`config.mk`:
```
export PLATFORM = sky130hd
export DESIGN_NAME = pc_control
export DESIGN_NICKNAME = d
export VERILOG_FILES = /design/src/rtl/pc_control.sv
export SDC_FILE = /design/constraint.sdc
export NUM_CORES = 1
export LEC_CHECK = 0
export CORE_MARGIN = 1.5
export CORE_UTILIZATION = 52
export DETAILED_ROUTE_END_ITERATION = 8
export PLACE_DENSITY_LB_ADDON = 0.08
export SLEW_MARGIN = 20
export SYNTH_ARGS = -nofsm -noshare
export SYNTH_HDL_FRONTEND = slang
export SYNTH_SLANG_ARGS = --single-unit
```
`constraint.sdc`:
```
create_clock -name clk -period 11.2 [get_ports clk]
set_clock_uncertainty 0.15 [all_clocks]
set_input_delay 2.24 -clock clk [delete_from_list [all_inputs] [get_ports clk]]
set_output_delay 2.24 -clock clk [all_outputs]
set_load 0.02 [all_outputs]
```
`src/rtl/pc_control.sv`:
```
// Program counter and branch resolution for the 16-bit core.
// Resolves B/BR/PCS/HLT against the ALU flags and holds the architectural PC.
module pc_control #(
    parameter logic [15:0] RESET_PC = 16'h0000
) (
    input  logic        clk,
    input  logic        rst_n,
    input  logic        instr_valid,
    input  logic        stall,
    input  logic [3:0]  opcode,
    input  logic [2:0]  cond,
    input  logic [8:0]  imm9,
    input  logic [15:0] br_target,
    input  logic        N_Flag,
    input  logic        Z_Flag,
    input  logic        V_Flag,
    output logic [15:0] pc,
    output logic [15:0] pc_plus2,
    output logic        taken,
    output logic        halted,
    output logic [15:0] branch_count
);

    localparam int unsigned PC_W  = 16;
    localparam int unsigned CNT_W = 16;

    localparam logic [3:0] OP_B   = 4'b1100;
    localparam logic [3:0] OP_BR  = 4'b1101;
    localparam logic [3:0] OP_HLT = 4'b1111;

    localparam logic [CNT_W-1:0] CNT_MAX = '1;

    typedef enum logic [0:0] {
        ST_RUN    = 1'b0,
        ST_HALTED = 1'b1
    } state_e;

    state_e            state_q, state_d;
    logic [PC_W-1:0]   pc_q, pc_d;
    logic [CNT_W-1:0]  branch_count_q, branch_count_d;

    logic              cond_true;
    logic              is_branch;
    logic              accept;
    logic [PC_W-1:0]   b_target;
    logic [PC_W-1:0]   br_aligned;

    // Condition code evaluation against the registered ALU flags.
    always_comb begin
        cond_true = 1'b0;
        unique case (cond)
            3'b000: cond_true = ~Z_Flag;
            3'b001: cond_true = Z_Flag;
            3'b010: cond_true = ~Z_Flag & ~N_Flag;
            3'b011: cond_true = N_Flag;
            3'b100: cond_true = Z_Flag | (~Z_Flag & ~N_Flag);
            3'b101: cond_true = N_Flag | Z_Flag;
            3'b110: cond_true = V_Flag;
            3'b111: cond_true = 1'b1;
            default: cond_true = 1'b0;
        endcase
    end

    assign is_branch  = (opcode == OP_B) || (opcode == OP_BR);
    assign taken      = instr_valid & (state_q == ST_RUN) & is_branch & cond_true;
    assign accept     = instr_valid & ~stall & (state_q == ST_RUN);
    assign pc_plus2   = pc_q + PC_W'(2);
    // Offset counts instructions, so it is scaled by two bytes.
    assign b_target   = pc_plus2 + {{6{imm9[8]}}, imm9, 1'b0};
    assign br_aligned = {br_target[PC_W-1:1], 1'b0};

    // Next-state, next-PC and branch counter selection.
    always_comb begin
        state_d        = state_q;
        pc_d           = pc_q;
        branch_count_d = branch_count_q;

        if (accept) begin
            unique case (opcode)
                OP_B:    pc_d = taken ? b_target : pc_plus2;
                OP_BR:   pc_d = taken ? br_aligned : pc_plus2;
                OP_HLT:  state_d = ST_HALTED;
                default: pc_d = pc_plus2;
            endcase

            if (taken && (branch_count_q != CNT_MAX)) begin
                branch_count_d = branch_count_q + CNT_W'(1);
            end
        end
    end

    always_ff @(posedge clk or negedge rst_n) begin
        if (!rst_n) begin
            state_q        <= ST_RUN;
            pc_q           <= RESET_PC;
            branch_count_q <= '0;
        end else begin
            state_q        <= state_d;
            pc_q           <= pc_d;
            branch_count_q <= branch_count_d;
        end
    end

    assign pc           = pc_q;
    assign halted       = (state_q == ST_HALTED);
    assign branch_count = branch_count_q;

endmodule
```
# After elaboration in Yosys (flattened, before gate mapping)
# Index checks and enable logic that the tools add are counted.
# W data, S select, Z words.
# totals
regBits	33
word_cells	40
output_inout_bits	50
in_bits	39
# op_classes
muxes	4
n_reduce_logical	6
addsub	3
n_eq_ne	11
bitwise_logic	13
# op_table
operator	count
$pmux W16 S3	1
$mux W16	2
$add A16 B1 Y16 const B	1
$add A16 B16 Y16	1
$add A16 B2 Y16 const B	1
$ne A16 B16 Y1 const B	1
$eq A3 B3 Y1 const B	4
$eq A4 B4 Y1 const B	3
$pmux W1 S8	1
$and A1 B1 Y1	6
$eq A3 B2 Y1 const B	2
$reduce_and A2 Y1	3
$not A1 Y1	5
$eq A3 B1 Y1 const B	1
$logic_not A3 Y1	1
$or A1 B1 Y1	2
$logic_and A1 B1 Y1	1
$logic_or A1 B1 Y1	1

# Longest topological paths before layout
# logic_depth
word_depth	7
ltp_mapped	15
ltp_nobuf	14

# Least setup slack after synthesis
# OpenSTA, ideal clock, no wires.
# synth_path
path_type	input to output
start	input port Z_Flag
end	output port taken
t_required_ns	8.810
path_buffers	2
slack_ns	5.267
cell_stages	7
t_arrival_ns	3.543
path_cell_list	nor2b_1 -> a311oi_1 -> a22oi_1 -> or3_1 -> buf_2 -> inv_2 -> buf_2
# synth_between
elab_chain_cells	5
elab_cells_between_ends	6
cone_classes	mux: 1; bitwise: 5
# synth_lines
item	line_no	source
from (decl)	15	input logic Z_Flag,
$not A1 Y1	52, 54, 56	
$and A1 B1 Y1	54, 56	
$or A1 B1 Y1	56	3'b100: cond_true = Z_Flag | (~Z_Flag & ~N_Flag);
$pmux W1 S8 (*)	51	unique case (cond)
$and A1 B1 Y1 (*)	65	assign taken = instr_valid & (state_q == ST_RUN) & is_branch & cond_true;
to (decl)	19	output logic taken,
# Mark *: on every way between the ends. The rest lies on a longest branch, timed or not.

# Final worst setup path
# layout_path
start	input port cond[2]
end	output port taken
# layout_between
elab_chain_cells	3
elab_cells_between_ends	10
cone_classes	eq/ne: 7; mux: 1; bitwise: 1; reduce/logical: 1
# layout_lines
item	line_no	source
from (decl)	11	input logic [2:0] cond,
$eq A3 B3 Y1 (tied with other cells)	51	
$pmux W1 S8 (*)	51	
$and A1 B1 Y1 (*)	65	
# Marks and branches as above.

==> flow_metrics.env <==
export IMPL_cts_buffer_depth=2
export IMPL_vdd_drop_max_uv=48.3
export IMPL_cts_root_buf="clkbuf_8"
export IMPL_p_leak_nw=1.63
export IMPL_syn_instance_count=351
export IMPL_syn_to_final_growth_pct=34.5
export IMPL_wire_per_inst_um=15.7
export IMPL_dp_hpwl_mm=5.84
export IMPL_worstPathArrival_ns=5.17
export IMPL_holdBufCountCts=0
export IMPL_drc_errors=0
export IMPL_fin_crit_ns=7.56
export IMPL_fin_setup_tns_ns=0
export IMPL_fin_crit_sh_pct=67.5
export IMPL_layout_common_cells="85 x clkdlybuf4s50_1, 34 x nand2_1, 32 x dfrtp_1"
export IMPL_crit_type="input port to output pin"
export IMPL_start_util_pct=53.4
export IMPL_fillCellCount=443
export IMPL_seq_power_share_pct=38.6
export IMPL_ys_seq_area_share_pct=27.6
export IMPL_cts_tree="built"
export IMPL_ctsResizeCount=0
export IMPL_ys_flop_type="dfrtp_1"
export IMPL_post_synth_cell_area_avg_um2=8.27
export IMPL_async_reset_ff_share_pct=100
export IMPL_totalWireLength_mm=7.88
export IMPL_gr_usage_all_layers_pct=27.1
export IMPL_setup_violations=0
export IMPL_die_x_um=77.7
export IMPL_ant_nets=0
export IMPL_routed_via_density=5.82
export IMPL_synth_top_area_cell="dfrtp_1"
export IMPL_numClockSinks=32
export IMPL_grt_pass1_wl_mm=13.1
export IMPL_dr_first_iter_drc_count=179
export IMPL_regArea_um2=801
export IMPL_clock_fmax_mhz=132
export IMPL_hold_ws_ns=0.343
export IMPL_grt_start_max_net_pins=33
export IMPL_rsz0062_at_grt="no"
export IMPL_drv_slew=0
export IMPL_yosys_cell_types_count=60
export IMPL_switching_share_pct=29.4
export IMPL_core_area_um2=5440
export IMPL_cp_data_required_time_ns=8.81
export IMPL_gp_congestion=0.952
export IMPL_yosysWarningCount=0
export IMPL_dieArea_um2=6040
export IMPL_power_frac_clock_pct=35.6
export IMPL_firstDrtPassIters=4
export IMPL_synth_edff_count=0
export IMPL_nets=489
export IMPL_slew_headroom_pct=31.7
export IMPL_vias=2927
export IMPL_mappedNetlistArea_um2=2900
export IMPL_synth_area_top_cells="dfrtp_1 28%, ha_1 8.2%, xnor2_1 7.8%, o21ai_0 4.5%, nand2_1 4.4%"
export IMPL_p_int_w=0.000224
export IMPL_cap_violations=0
export IMPL_clock_latency_ns=0.29
export IMPL_cp_max_fo=28
export IMPL_status="complete, no violations"
export IMPL_pwr_density_cell_nw_per_um2=81.3
export IMPL_num_antenna_cells=0
export IMPL_layout_commonest_cell="clkdlybuf4s50_1"
export IMPL_yosys_area_top_type_share_pct=27.6
export IMPL_p_sw_w=0.0000935
export IMPL_grt_ovfl_total=0
export IMPL_p_total_w=0.000317
export IMPL_antenna_found_initial=0
export IMPL_endpoint_kind="output pin"
export IMPL_cp_start_kind="input port"
export IMPL_cts_clk_slew_worst_paths_ns=0.07
export IMPL_num_rows=27
export IMPL_htreeDepth=2
export IMPL_drive_gt1_share_pct=4.41
export IMPL_power_frac_comb_pct=25.8
export IMPL_multiInputGateArea_um2=2000
export IMPL_fp_dieH_um=77.7
export IMPL_num_io_pins=89
export IMPL_ys_seq_elements=32
export IMPL_cts_setup_buffers=0
export IMPL_timing_hold_violations_final=0
export IMPL_grt_pass1_vias=2783
export IMPL_hold_class="register to register"
export IMPL_port_buffer_count=85
export IMPL_cts_buffers=5
export IMPL_tightest_slew_ns=1.02
-- state kept, by name, summed over array words and instances (netlist names) --
signal and count:
branch_count 16, pc 15, halted 1
-- through the flow --
step | worst slack (ns) | instances | utilization, % | instance area, um^2
2_1_floorplan | 5.27 | 352 | - | 2910
3_3_place_gp | 3.73 | 495 | 69.7 | 3790
3_5_place_dp | 3.68 | 495 | 69.7 | 3790
4_1_cts | 3.68 | 503 | 71.8 | 3900
5_1_grt | 3.50 | 503 | 71.8 | 3900
6_report | 3.64 | 503 | 71.8 | 3900
-- final timing paths --
kind,start,to,slack [ns],depth (start not counted)
setup reg to reg,pc[1]$_DFFE_PN0P_,pc[14]$_DFFE_PN0P_,7.24,13
setup / recovery,cond[2],taken,3.64,7
hold / removal,branch_count[11]$_DFFE_PN0P_,branch_count[11]$_DFFE_PN0P_,0.34,1
hold reg to reg,branch_count[11]$_DFFE_PN0P_,branch_count[11]$_DFFE_PN0P_,0.34,1
min in group asynchronous,rst_n,pc[4]$_DFFE_PN0P_,2.21,2
max in group asynchronous,rst_n,branch_count[11]$_DFFE_PN0P_,8.37,2
-- critical path, stage by stage --
cell and delay (ns):
clkdlybuf4s50_1 0.55, nor2b_1 0.07, a311oi_1 0.24, a22oi_1 0.14, or3_1 0.78, inv_2 0.46, clkdlybuf4s50_1 0.67
-- power by group through the flow --
stage / clock (W) / combinational, W / sequential (W)
after global routing: 0.000120 / 0.0000900 / 0.000123
after detailed placement: 0 / 0.0000810 / 0.000125
final: 0.000113 / 0.0000818 / 0.000123
after CTS: 0.000115 / 0.0000816 / 0.000123
after floorplan: 0 / 0.0000429 / 0.000126
after global placement: 0 / 0.0000798 / 0.000125
-- Yosys cell counts (2+ instances only) --
cell type	number
nand2_1	34
dfrtp_1	32
nor2_1	30
o21ai_0	26
xnor2_1	26
a21oi_1	23
ha_1	19
xor2_1	14
clkbuf_1	12
and3_1	11
nand3_1	10
inv_1	9
nand2b_1	8
nand4_1	8
a21o_1	6
nor2b_1	5
o211ai_1	5
a211oi_1	4
a221o_1	4
and2_1	3
mux2i_1	3
o221ai_1	3
a211o_1	2
a21boi_0	2
a22o_1	2
a22oi_1	2
a311oi_1	2
a31oi_1	2
a41oi_1	2
and4_1	2
buf_2	2
buf_4	2
nor3b_1	2
nor4_1	2
nor4_4	2
nor4b_1	2
o22ai_1	2
or2_2	2
or3_1	2
or4_1	2
-- logic make-up (layout without fill, tap and decap cells) --
kind of cell | after synthesis | after routing | synth area share [%]
AO/OA/AOI/OAI | 96 | 96 | 21.5
XOR/XNOR | 40 | 40 | 12.1
adder cells (fa/ha/maj) | 20 | 20 | 8.88
buffers and inverters | 26 | 105 | 3.71
flip-flops | 32 | 32 | 27.6
multiplexers | 4 | 4 | 1.42
other | 1 | 2 | 0.129
AND/OR/NAND/NOR | 132 | 132 | 24.7
-- layout make-up --
class | instances | share of cell area (%)
timing repair buffer | 87 | 22.2
multi-input combinational | 294 | 51.2
clock inverter | 3 | 1.09
inverter | 10 | 0.962
tap | 72 | 2.31
sequential | 32 | 20.5
clock buffer | 5 | 1.76
-- per-layer routing --
metal  wire length, um  vias to the layer above  GRT usage [%]
met2              3870                       95           44.9
li1                  -                     1437              -
met4               104                        0           8.73
met1              3450                     1385           36.7
met3               451                       10           2.82
met5                 0                        -              0
Note: power is estimated with default switching activity, not from simulation.
